## src/rtl/vlc_link_ctrl.sv

```systemverilog
// VLC link controller: arbitrates the optical line between the PWM idle waveform and the
// encoder, issues TX FIFO bytes to the encoder, and pushes decoded bytes into the RX FIFO.
module vlc_link_ctrl #(
  parameter int DATA_W     = 8,
  parameter int PWM_W      = 8,
  parameter int HS_CYCLES  = 850,
  parameter int GAP_CYCLES = 600,
  parameter int MAX_BURST  = 16,
  parameter int DROP_W     = 8
) (
  input  logic              pclk,
  input  logic              resetn,
  input  logic              pwm_en,
  input  logic [PWM_W-1:0]  pwm_period,
  input  logic [PWM_W-1:0]  pwm_duty,
  input  logic [DATA_W-1:0] tx_rdata,
  input  logic              tx_rempty,
  output logic              tx_rinc,
  output logic              enc_encode,
  output logic [DATA_W-1:0] enc_data,
  input  logic              enc_ready,
  input  logic              enc_busy,
  input  logic              enc_tx,
  input  logic              enc_break,
  output logic              tx,
  input  logic [DATA_W-1:0] dec_data,
  input  logic              dec_valid,
  output logic [DATA_W-1:0] rx_wdata,
  output logic              rx_winc,
  input  logic              rx_wfull,
  output logic [DROP_W-1:0] rx_drop_cnt,
  output logic [2:0]        tx_state
);

  localparam logic [2:0] S_IDLE = 3'd0;
  localparam logic [2:0] S_PREP = 3'd1;
  localparam logic [2:0] S_LOAD = 3'd2;
  localparam logic [2:0] S_SEND = 3'd3;
  localparam logic [2:0] S_GAP  = 3'd4;

  localparam int WAIT_MAX = (HS_CYCLES > GAP_CYCLES) ? HS_CYCLES : GAP_CYCLES;
  localparam int WAIT_W   = $clog2(WAIT_MAX + 1);
  localparam int BURST_W  = (MAX_BURST < 1) ? 1 : $clog2(MAX_BURST + 1);

  localparam logic [WAIT_W-1:0]  HS_LAST   = WAIT_W'(HS_CYCLES - 1);
  localparam logic [WAIT_W-1:0]  GAP_LAST  = WAIT_W'(GAP_CYCLES - 1);
  localparam logic [BURST_W-1:0] BURST_LIM = BURST_W'(MAX_BURST);

  logic [2:0]         state;
  logic [2:0]         state_next;
  logic [WAIT_W-1:0]  wait_cnt;
  logic [BURST_W-1:0] burst_cnt;
  logic               burst_hit;
  logic               issue;
  logic [PWM_W-1:0]   pwm_cnt;
  logic               pwm_out;

  logic               rx_vld_p1;
  logic [DATA_W-1:0]  rx_data_p1;
  logic [DROP_W-1:0]  drop_cnt_p1;

  function automatic logic [DROP_W-1:0] sat_inc(input logic [DROP_W-1:0] v);
    return (&v) ? v : v + 1'b1;
  endfunction

  // PWM idle waveform; frozen while the encoder owns the line
  always_ff @(posedge pclk or negedge resetn) begin
    if (!resetn) begin
      pwm_cnt <= '0;
    end else if (pwm_en && !enc_busy) begin
      if (pwm_cnt == pwm_period) pwm_cnt <= '0;
      else                       pwm_cnt <= pwm_cnt + 1'b1;
    end
  end

  assign pwm_out = pwm_en & (pwm_cnt < pwm_duty);
  assign tx      = enc_busy ? enc_tx : pwm_out;

  assign burst_hit = (MAX_BURST != 0) && (burst_cnt == BURST_LIM);

  always_ff @(posedge pclk or negedge resetn) begin
    if (!resetn) state <= S_IDLE;
    else         state <= state_next;
  end

  always_comb begin
    state_next = state;
    case (state)
      S_IDLE: if (!tx_rempty) state_next = pwm_out ? S_LOAD : S_PREP;
      S_PREP: if (wait_cnt == HS_LAST) state_next = S_LOAD;
      S_LOAD: begin
        if (tx_rempty)      state_next = S_IDLE;
        else if (enc_ready) state_next = S_SEND;
      end
      S_SEND: begin
        if (enc_break)                    state_next = S_GAP;
        else if (burst_hit && enc_ready)  state_next = S_GAP;
        else if (enc_ready && tx_rempty)  state_next = S_IDLE;
      end
      S_GAP:  if (wait_cnt == GAP_LAST) state_next = S_IDLE;
      default: state_next = S_IDLE;
    endcase
  end

  // Issue is Mealy: the pop and the encode strobe share one combinational decision
  always_comb begin
    issue = 1'b0;
    case (state)
      S_LOAD:  issue = enc_ready & ~tx_rempty;
      S_SEND:  issue = ~enc_break & ~burst_hit & enc_ready & ~tx_rempty;
      default: issue = 1'b0;
    endcase
  end

  assign enc_encode = issue;
  assign tx_rinc    = issue;
  assign enc_data   = tx_rdata;
  assign tx_state   = state;

  always_ff @(posedge pclk or negedge resetn) begin
    if (!resetn) begin
      wait_cnt <= '0;
    end else if (state_next != state) begin
      wait_cnt <= '0;
    end else if (state == S_PREP || state == S_GAP) begin
      wait_cnt <= wait_cnt + 1'b1;
    end
  end

  always_ff @(posedge pclk or negedge resetn) begin
    if (!resetn) begin
      burst_cnt <= '0;
    end else if (state_next == S_IDLE || state_next == S_GAP) begin
      burst_cnt <= '0;
    end else if (issue) begin
      burst_cnt <= burst_cnt + 1'b1;
    end
  end

  // RX stage p1: one-cycle registered write into the RX FIFO
  always_ff @(posedge pclk or negedge resetn) begin
    if (!resetn) begin
      rx_vld_p1   <= 1'b0;
      rx_data_p1  <= '0;
      drop_cnt_p1 <= '0;
    end else begin
      rx_vld_p1 <= dec_valid & ~rx_wfull;
      if (dec_valid && !rx_wfull) rx_data_p1  <= dec_data;
      if (dec_valid && rx_wfull)  drop_cnt_p1 <= sat_inc(drop_cnt_p1);
    end
  end

  assign rx_winc     = rx_vld_p1;
  assign rx_wdata    = rx_data_p1;
  assign rx_drop_cnt = drop_cnt_p1;

endmodule

```

## config.mk

```make
export PLATFORM = sky130hd
export DESIGN_NAME = vlc_link_ctrl
export DESIGN_NICKNAME = d
export VERILOG_FILES = /design/src/rtl/vlc_link_ctrl.sv
export SDC_FILE = /design/constraint.sdc
export NUM_CORES = 1
export LEC_CHECK = 0
export CAP_MARGIN = 10
export CORE_MARGIN = 2
export CORE_UTILIZATION = 52
export DETAILED_ROUTE_END_ITERATION = 8
export GPL_ROUTABILITY_DRIVEN = 0
export GPL_TIMING_DRIVEN = 0
export HOLD_SLACK_MARGIN = 0.1
export PLACE_DENSITY = 0.86
export SYNTH_ARGS = -nofsm -noshare
export SYNTH_HDL_FRONTEND = slang
export SYNTH_SLANG_ARGS = --single-unit
```

## constraint.sdc

```tcl
create_clock -name pclk -period 5.4 [get_ports pclk]
set_input_delay 1.35 -clock pclk [delete_from_list [all_inputs] [get_ports pclk]]
set_output_delay 1.35 -clock pclk [all_outputs]
set_load 0.01 [all_outputs]
```

==> results of run 1 <==
-- final cells by class --
type / count / share of cell area [%]
Buffer: 14 / 2.76
Clock buffer: 6 / 2.13
Clock inverter: 2 / 0.368
Inverter: 19 / 2.09
Multi-Input combinational cell: 179 / 39.3
Sequential cell: 43 / 31.6
Tap cell: 67 / 2.46
Timing Repair Buffer: 65 / 19.3
-- worst register-to-register path, stage by stage (launching register included) --
cell and delay [ns]:
sky130_fd_sc_hd__dfrtp_1 0.38, sky130_fd_sc_hd__clkbuf_1 0.19, sky130_fd_sc_hd__or4_4 0.55, sky130_fd_sc_hd__a2111oi_2 0.36, sky130_fd_sc_hd__o31ai_1 0.19, sky130_fd_sc_hd__a31oi_2 0.50, sky130_fd_sc_hd__nor4_1 0.13
-- placed cells by master, fill, tap and decap left out, types with 5 or more instances in the layout --
master and instances:
sky130_fd_sc_hd__xnor2_1 22, sky130_fd_sc_hd__ha_1 13, sky130_fd_sc_hd__buf_4 9, sky130_fd_sc_hd__and3_1 5, sky130_fd_sc_hd__nand2_1 16, sky130_fd_sc_hd__nor2_1 16
sky130_fd_sc_hd__nand3_1 9, sky130_fd_sc_hd__mux2_2 9, sky130_fd_sc_hd__clkbuf_1 5, sky130_fd_sc_hd__o21ai_0 7, sky130_fd_sc_hd__nand4_1 9, sky130_fd_sc_hd__dfrtp_1 43
sky130_fd_sc_hd__nor4_1 13, sky130_fd_sc_hd__xor2_1 11, sky130_fd_sc_hd__clkdlybuf4s50_1 63, sky130_fd_sc_hd__inv_1 18, sky130_fd_sc_hd__clkbuf_8 5, sky130_fd_sc_hd__and2_1 5
-- through the flow --
step | setup WS (ns) | hold WS [ns] | std cells | util, %
finish | 0.488 | 0.506 | 395 | 71.6
global route | 0.241 | 0.526 | 395 | 71.6
CTS | 0.189 | 0.508 | 395 | 71.5
detailed placement | 0.187 | 0.497 | 387 | 69.7
global placement | 0.264 | 0.488 | 386 | 69.4
floorplan | 1.56 | 0.504 | 255 | -
-- sequential cells by signal, summed over array words and instances, names as in the netlist --
register,flops
pwm_cnt,8
rx_wdata,8
rx_winc,1
wait_cnt,10
rx_drop_cnt,8
tx_state,3
burst_cnt,5
-- where the power goes --
part           switching, mW  internal (mW)
registers             0.0746          0.385
logic                  0.250          0.252
clock network          0.113         0.0905
-- per-layer routing --
| metal | track usage, % | part of all wire (%) | vias up |
|---|---|---|---|
| met1 | 26.9 | 44 | 993 |
| li1 | - | - | 1034 |
| met2 | 38.0 | 50 | 54 |
| met4 | 6.75 | 1.2 | 0 |
| met5 | 0 | 0 | - |
| met3 | 5.69 | 5.0 | 5 |
-- final timing paths --
check / slack (ns) / to / from
setup / recovery: 0.49 / tx / pwm_duty[5]
hold / removal: 0.51 / rx_drop_cnt[7]$_DFFE_PN0P_ / rx_drop_cnt[7]$_DFFE_PN0P_
setup reg to reg: 2.96 / wait_cnt[7]$_DFFE_PN0P_ / tx_state[0]$_DFF_PN0_
hold reg to reg: 0.51 / rx_drop_cnt[7]$_DFFE_PN0P_ / rx_drop_cnt[7]$_DFFE_PN0P_
max in group asynchronous: 3.97 / wait_cnt[5]$_DFFE_PN0P_ / resetn
min in group asynchronous: 0.95 / tx_state[0]$_DFF_PN0_ / resetn
-- kinds of logic after synthesis --
family / synth area share [%]
simple gates: 20.1
flops: 41.8
xor+xnor: 11.2
buf+inv: 6.42
compound gates: 9.38
fa+ha+maj: 6.32
mux: 4.72
==> run_summary.xml, run 1 <==
<?xml version="1.0" encoding="UTF-8"?>
<metrics>
  <group name="hold_path">
    <metric name="min-delay-path-class" unit="">reg2reg</metric>
    <metric name="min_delay_path_depth" unit="">1</metric>
  </group>
  <group name="cts">
    <metric name="cts-resized-gates" unit="">0</metric>
    <metric name="tritoncts" unit="">built</metric>
    <metric name="cts-buffers-inserted" unit="">5</metric>
    <metric name="post_cts.repair.setup_buffers" unit="">0</metric>
    <metric name="htreeDepth" unit="">2</metric>
    <metric name="cts-hold-fix-buffers" unit="">0</metric>
    <metric name="ctsLongestPathBuffers" unit="">2</metric>
    <metric name="numClockSinks" unit="">43</metric>
    <metric name="cts_root_buffer" unit="">sky130_fd_sc_hd__clkbuf_8</metric>
    <metric name="clk_latency" unit="ns">0.30</metric>
    <metric name="path_clk_slew" unit="ns">0.08</metric>
  </group>
  <group name="finish">
    <metric name="nFillCells" unit="">367</metric>
    <metric name="nets" unit="">382</metric>
    <metric name="seqCellArea" unit="sq um">1080</metric>
    <metric name="synthToLayoutAreaGrowth" unit="%">32.3</metric>
    <metric name="layout-drive-gt1-share" unit="%">11.3</metric>
    <metric name="insertedDiodeCount" unit="">0</metric>
    <metric name="fin_area" unit="sq um">3400</metric>
    <metric name="multi_input_comb_area" unit="sq um">1340</metric>
  </group>
  <group name="drt">
    <metric name="wl" unit="microns">5430</metric>
    <metric name="drt_pass1_iterations" unit="">4</metric>
    <metric name="postRouteAntennaNets" unit="">0</metric>
    <metric name="detail_route.drc_violations" unit="">0</metric>
    <metric name="drt-vias-per-instance" unit="">5.28</metric>
    <metric name="dr_total_vias" unit="">2086</metric>
    <metric name="routedWlPerCell" unit="microns">13.7</metric>
    <metric name="dr.first_iter.drc_count" unit="">81</metric>
  </group>
  <group name="logic_synthesis">
    <metric name="yosysTopAreaCell" unit="">sky130_fd_sc_hd__dfrtp_1</metric>
    <metric name="syn_nets" unit="">310</metric>
    <metric name="post-synth-top-count-cell" unit="">sky130_fd_sc_hd__dfrtp_1</metric>
    <metric name="seq_area_frac_synth" unit="%">41.8</metric>
    <metric name="synth.ff_latch_count" unit="">43</metric>
    <metric name="synth.top_cell.area_share" unit="%">41.8</metric>
    <metric name="async_flop_share" unit="%">100</metric>
    <metric name="synthFlopType" unit="">sky130_fd_sc_hd__dfrtp_1</metric>
    <metric name="mappedNetlistArea" unit="sq um">2570</metric>
    <metric name="syn-mean-instance-area" unit="sq um">10.1</metric>
    <metric name="synth.top_cells.by_area" unit="">sky130_fd_sc_hd__dfrtp_1 (42%), sky130_fd_sc_hd__xnor2_1 (7.5%), sky130_fd_sc_hd__ha_1 (6.3%)</metric>
    <metric name="synth-edff-count" unit="">0</metric>
    <metric name="synth.yosys.warnings" unit="">0</metric>
    <metric name="synth_cell_type_count" unit="">43</metric>
    <metric name="synth_commonest_cells" unit="">sky130_fd_sc_hd__dfrtp_1 (43), sky130_fd_sc_hd__xnor2_1 (22), sky130_fd_sc_hd__inv_1 (18)</metric>
    <metric name="syn-instance-count" unit="">255</metric>
  </group>
  <group name="grt">
    <metric name="grt_usage" unit="%">21.9</metric>
    <metric name="number_of_antenna_violations_at_the_first_check_in_global_routing" unit="">0</metric>
    <metric name="grt_max_degree" unit="">30</metric>
    <metric name="grt_pass1_wl" unit="microns">9230</metric>
    <metric name="grt_pass1_vias" unit="">2054</metric>
    <metric name="globalRoute.totalOverflow" unit="">0</metric>
  </group>
  <group name="floorplanning">
    <metric name="die_h" unit="microns">74.4</metric>
    <metric name="initial_utilization" unit="%">54.1</metric>
    <metric name="total_die_area" unit="sq um">5530</metric>
    <metric name="rows" unit="">25</metric>
    <metric name="floorplan.die.width" unit="microns">74.4</metric>
    <metric name="core_region_area" unit="sq um">4750</metric>
    <metric name="ios" unit="">73</metric>
  </group>
  <group name="worst_setup_path">
    <metric name="critPathBufInv" unit="">3</metric>
    <metric name="worst_setup_path_start_kind" unit="">primary input</metric>
    <metric name="critical_path.slowest_cell" unit="">sky130_fd_sc_hd__clkdlybuf4s50_1</metric>
    <metric name="timing.critical_path.mode_cell" unit="">sky130_fd_sc_hd__clkdlybuf4s50_1</metric>
    <metric name="critPathMaxStageDelay" unit="ns">0.56</metric>
    <metric name="worstPathCellList" unit="">clkdlybuf4s50_1 -&gt; inv_1 -&gt; ha_1 -&gt; a21o_1 -&gt; a211oi_1 -&gt; o31ai_1 -&gt; o21ai_0 -&gt; clkdlybuf4s50_1</metric>
    <metric name="crit_path_end_kind" unit="">primary output</metric>
    <metric name="timing.setup.critical_path_class" unit="">in2out</metric>
    <metric name="critical_path_cell_count" unit="">8</metric>
    <metric name="timing.critical_path.fanout_max" unit="">2</metric>
    <metric name="timing.critical_path.arrival" unit="ns">3.56</metric>
    <metric name="worstPathRequired" unit="ns">4.05</metric>
    <metric name="critical_path.top_delay_family" unit="">buffers and inverters</metric>
    <metric name="reg2reg_depth" unit="">6</metric>
  </group>
  <group name="outcome">
    <metric name="outcome" unit="">completed</metric>
  </group>
  <group name="timing">
    <metric name="final-hold-violation-count" unit="">0</metric>
    <metric name="max_slew.worst_pin.slew" unit="ns">0.673</metric>
    <metric name="timing_max_transition_violations_final" unit="">0</metric>
    <metric name="fin_crit" unit="ns">4.91</metric>
    <metric name="clock_skew" unit="ns">0.00470</metric>
    <metric name="rsz0062_at_grt" unit="">no</metric>
    <metric name="final.period_utilization" unit="%">91.0</metric>
    <metric name="setup-tns-final" unit="ns">0</metric>
    <metric name="max_freq" unit="GHz">0.204</metric>
    <metric name="slew-limit-headroom" unit="%">54.8</metric>
    <metric name="final-setup-viol-count" unit="">0</metric>
  </group>
  <group name="placement">
    <metric name="placed_area" unit="sq um">3310</metric>
    <metric name="detailedPlacementHpwl" unit="microns">4220</metric>
    <metric name="port_buffers" unit="">64</metric>
  </group>
  <group name="pwr">
    <metric name="power_leakage" unit="nW">1.47</metric>
    <metric name="vdd_drop_max" unit="uV">219</metric>
    <metric name="finalPower" unit="mW">1.16</metric>
    <metric name="power_density" unit="nW/um^2">342</metric>
  </group>
  <group name="run">
    <metric name="max_cap_violations" unit="">0</metric>
  </group>
</metrics>
No activity file was read; power rests on OpenSTA's default activity.
==> run 2: changes to the inputs <==
Settings changed: ABC_AREA set to 1.
==> run_summary.xml, run 2 <==
<?xml version="1.0" encoding="UTF-8"?>
<metrics>
  <group name="finish">
    <metric name="nets" unit="">454</metric>
    <metric name="layout-drive-gt1-share" unit="%">6.75</metric>
    <metric name="synthToLayoutAreaGrowth" unit="%">34.4</metric>
    <metric name="stdcell_count" unit="">467</metric>
    <metric name="regMostFlops" unit="">wait_cnt</metric>
    <metric name="max_ffs_per_register" unit="">10</metric>
    <metric name="insertedDiodeCount" unit="">0</metric>
    <metric name="commonest_cells_after_routing_fill_and_taps_aside" unit="">sky130_fd_sc_hd__nand2_1 (82), sky130_fd_sc_hd__clkdlybuf4s50_1 (63), sky130_fd_sc_hd__inv_1 (51)</metric>
    <metric name="layout.cells.most_common" unit="">sky130_fd_sc_hd__nand2_1</metric>
  </group>
  <group name="floorplanning">
    <metric name="rows" unit="">25</metric>
    <metric name="total_die_area" unit="sq um">5470</metric>
    <metric name="ios" unit="">73</metric>
    <metric name="initial_utilization" unit="%">53.9</metric>
    <metric name="floorplan.die.width" unit="microns">74.0</metric>
    <metric name="die_h" unit="microns">74.0</metric>
    <metric name="core_region_area" unit="sq um">4720</metric>
  </group>
  <group name="cts">
    <metric name="path_clk_slew" unit="ns">0.08</metric>
    <metric name="ctsLongestPathBuffers" unit="">2</metric>
    <metric name="post_cts.repair.setup_buffers" unit="">0</metric>
    <metric name="cts-resized-gates" unit="">0</metric>
    <metric name="cts-buffers-inserted" unit="">5</metric>
    <metric name="cts_root_buffer" unit="">sky130_fd_sc_hd__clkbuf_8</metric>
    <metric name="clk_latency" unit="ns">0.29</metric>
    <metric name="htreeDepth" unit="">2</metric>
    <metric name="tritoncts" unit="">built</metric>
    <metric name="cts-hold-fix-buffers" unit="">0</metric>
    <metric name="numClockSinks" unit="">43</metric>
  </group>
  <group name="pwr">
    <metric name="sw_frac_of_total" unit="%">36.6</metric>
    <metric name="power_frac_seq" unit="%">36.6</metric>
    <metric name="vdd_drop_max" unit="uV">238</metric>
    <metric name="total_switching_power" unit="uW">472</metric>
    <metric name="finalPower" unit="mW">1.29</metric>
    <metric name="power.clock.fraction" unit="%">23.1</metric>
    <metric name="p_int" unit="uW">817</metric>
    <metric name="power_leakage" unit="nW">1.66</metric>
    <metric name="share_comb_of_total_power" unit="%">40.3</metric>
    <metric name="power_density" unit="nW/um^2">377</metric>
  </group>
  <group name="drt">
    <metric name="drt-vias-per-instance" unit="">4.86</metric>
    <metric name="postRouteAntennaNets" unit="">0</metric>
    <metric name="wl" unit="microns">5270</metric>
    <metric name="dr.first_iter.drc_count" unit="">185</metric>
    <metric name="routedWlPerCell" unit="microns">11.3</metric>
    <metric name="drt_pass1_iterations" unit="">4</metric>
    <metric name="dr_total_vias" unit="">2268</metric>
    <metric name="detail_route.drc_violations" unit="">0</metric>
  </group>
  <group name="timing">
    <metric name="max_freq" unit="GHz">0.218</metric>
    <metric name="final-setup-viol-count" unit="">0</metric>
    <metric name="setup-tns-final" unit="ns">0</metric>
    <metric name="fin_crit" unit="ns">4.58</metric>
    <metric name="rsz0062_at_grt" unit="">no</metric>
    <metric name="max_slew.worst_pin.slew" unit="ns">0.531</metric>
    <metric name="slew-limit-headroom" unit="%">64.5</metric>
    <metric name="final-hold-violation-count" unit="">0</metric>
    <metric name="final.period_utilization" unit="%">84.8</metric>
    <metric name="timing_max_transition_violations_final" unit="">0</metric>
    <metric name="post-route-worst-setup-slack" unit="ns">0.823</metric>
    <metric name="clock_skew" unit="ns">0.00642</metric>
  </group>
  <group name="worst_setup_path">
    <metric name="worstPathCellList" unit="">clkdlybuf4s50_1 -&gt; inv_1 -&gt; ha_1 -&gt; a21oi_1 -&gt; nor2_1 -&gt; nor2_1 -&gt; nand2_1 -&gt; o21ai_0 -&gt; clkdlybuf4s50_1</metric>
    <metric name="critical_register_to_register_path_endpoint" unit="">burst_cnt[0]$_DFFE_PN0P_</metric>
    <metric name="critical_path.top_delay_family" unit="">buffers and inverters</metric>
    <metric name="crit_path_end_kind" unit="">primary output</metric>
    <metric name="critPathMaxStageDelay" unit="ns">0.55</metric>
    <metric name="reg2reg_depth" unit="">9</metric>
    <metric name="timing.critical_path.fanout_max" unit="">2</metric>
    <metric name="worst_setup_path_start_kind" unit="">primary input</metric>
    <metric name="worstPathRequired" unit="ns">4.05</metric>
    <metric name="critical_path.slowest_cell" unit="">sky130_fd_sc_hd__clkdlybuf4s50_1</metric>
    <metric name="timing.critical_path.arrival" unit="ns">3.23</metric>
    <metric name="timing.setup.critical_path_class" unit="">in2out</metric>
    <metric name="critical_path.reg2reg.startpoint" unit="">pwm_cnt[3]$_DFFE_PN0P_</metric>
    <metric name="reg2reg_setup_slack" unit="ns">3.57</metric>
    <metric name="critPathBufInv" unit="">3</metric>
  </group>
  <group name="logic_synthesis">
    <metric name="syn_nets" unit="">382</metric>
    <metric name="mappedNetlistArea" unit="sq um">2550</metric>
    <metric name="synth_compound_gate_area_share" unit="%">3.78</metric>
    <metric name="post_synthesis_share_of_cell_area_spent_on_xor_and_xnor_gates" unit="%">8.60</metric>
    <metric name="seq_area_frac_synth" unit="%">42.2</metric>
    <metric name="synth.top_cell.area_share" unit="%">42.2</metric>
    <metric name="synthFlopType" unit="">sky130_fd_sc_hd__dfrtp_1</metric>
    <metric name="yosysTopAreaCell" unit="">sky130_fd_sc_hd__dfrtp_1</metric>
    <metric name="syn-instance-count" unit="">327</metric>
    <metric name="synth_cell_type_count" unit="">23</metric>
    <metric name="synthAdderAreaFrac" unit="%">6.39</metric>
    <metric name="synth.top_cells.by_area" unit="">sky130_fd_sc_hd__dfrtp_1 (42%), sky130_fd_sc_hd__nand2_1 (12%), sky130_fd_sc_hd__inv_1 (7.5%)</metric>
    <metric name="synth_commonest_cells" unit="">sky130_fd_sc_hd__nand2_1 (82), sky130_fd_sc_hd__inv_1 (51), sky130_fd_sc_hd__dfrtp_1 (43)</metric>
    <metric name="syn-mean-instance-area" unit="sq um">7.79</metric>
    <metric name="synthesized_area_fraction_occupied_by_and_or_nand_nor_cells" unit="%">28.4</metric>
    <metric name="synth.yosys.warnings" unit="">0</metric>
    <metric name="synth.ff_latch_count" unit="">43</metric>
    <metric name="synth_top_family_by_area" unit="">simple AND/OR/NAND/NOR gates</metric>
    <metric name="post-synth-top-count-cell" unit="">sky130_fd_sc_hd__nand2_1</metric>
    <metric name="mux_share_of_post_synthesis_cell_area" unit="%">0.442</metric>
    <metric name="async_flop_share" unit="%">100</metric>
    <metric name="synth-edff-count" unit="">0</metric>
  </group>
  <group name="grt">
    <metric name="number_of_antenna_violations_at_the_first_check_in_global_routing" unit="">0</metric>
    <metric name="grt_pass1_wl" unit="microns">8780</metric>
    <metric name="grt_max_degree" unit="">30</metric>
    <metric name="grt_usage" unit="%">20.6</metric>
    <metric name="grt_pass1_vias" unit="">2137</metric>
    <metric name="globalRoute.totalOverflow" unit="">0</metric>
  </group>
  <group name="placement">
    <metric name="detailedPlacementHpwl" unit="microns">4150</metric>
    <metric name="place_worst_setup_slack" unit="ns">0.826</metric>
    <metric name="dp.cells" unit="">459</metric>
    <metric name="port_buffers" unit="">64</metric>
  </group>
  <group name="hold_path">
    <metric name="min-delay-path-class" unit="">reg2reg</metric>
    <metric name="min_to" unit="">rx_wdata[4]$_DFFE_PN0P_</metric>
    <metric name="hold_path.startpoint" unit="">rx_wdata[4]$_DFFE_PN0P_</metric>
    <metric name="min_delay_path_depth" unit="">2</metric>
  </group>
  <group name="outcome">
    <metric name="outcome" unit="">completed</metric>
  </group>
  <group name="run">
    <metric name="max_cap_violations" unit="">0</metric>
  </group>
</metrics>
-- run 2: logic make-up (layout without fill, tap and decap cells) --
group                    count (synthesis)  in the layout
adder cells (fa/ha/maj)                 13             13
buffers and inverters                   60            133
XOR/XNOR                                25             25
multiplexers                             1              1
flip-flops                              43             43
AO/OA/AOI/OAI                           18             18
AND/OR/NAND/NOR                        167            167
-- run 2: tightest hold or removal path, stage by stage, from the launching register on --
cell and delay, ns:
sky130_fd_sc_hd__dfrtp_1 0.35, sky130_fd_sc_hd__nand2_1 0.05, sky130_fd_sc_hd__nand2_1 0.04
-- run 2: power groups by stage --
stage / clock network (mW) / logic [mW] / registers [mW]
floorplan: 0 / 0.315 / 0.478
global placement: 0 / 0.496 / 0.475
detailed placement: 0 / 0.520 / 0.477
CTS: 0.303 / 0.524 / 0.473
global route: 0.316 / 0.586 / 0.484
finish: 0.298 / 0.519 / 0.472
-- run 2: layout make-up --
class                      instances  area (sq um)
buffer                             9          67.6
clock buffer                       5          68.8
clock inverter                     3          67.6
fill                             377          1300
inverter                          51           191
multi-input combinational        224          1210
sequential                        43          1080
tap                               67          83.8
timing repair buffer              65           656
-- run 2: worst max path at each step --
stage / start / to / cells after the start
3_5_place_dp: pwm_duty[5] / tx / 9
3_3_place_gp: pwm_duty[5] / tx / 9
5_1_grt: pwm_duty[5] / tx / 9
4_1_cts: pwm_duty[5] / tx / 9
6_report: pwm_duty[5] / tx / 9
2_1_floorplan: pwm_duty[5] / tx / 7
-- run 2: layer usage --
metal	part of all wire, %	up-vias	track usage, %
met2	44	73	34.2
met5	0	-	0
met1	47	1032	26.0
met4	1.3	0	7.68
met3	7.7	5	5.42
li1	-	1158	-
-- run 2: stage by stage --
stage | hold WS (ns) | util, % | instance area [sq um]
detailed placement | 0.459 | 69.6 | 3290
global route | 0.505 | 72.5 | 3420
finish | 0.474 | 72.5 | 3420
global placement | 0.456 | 69.3 | 3270
floorplan | 0.505 | - | 2550
CTS | 0.480 | 72.5 | 3420
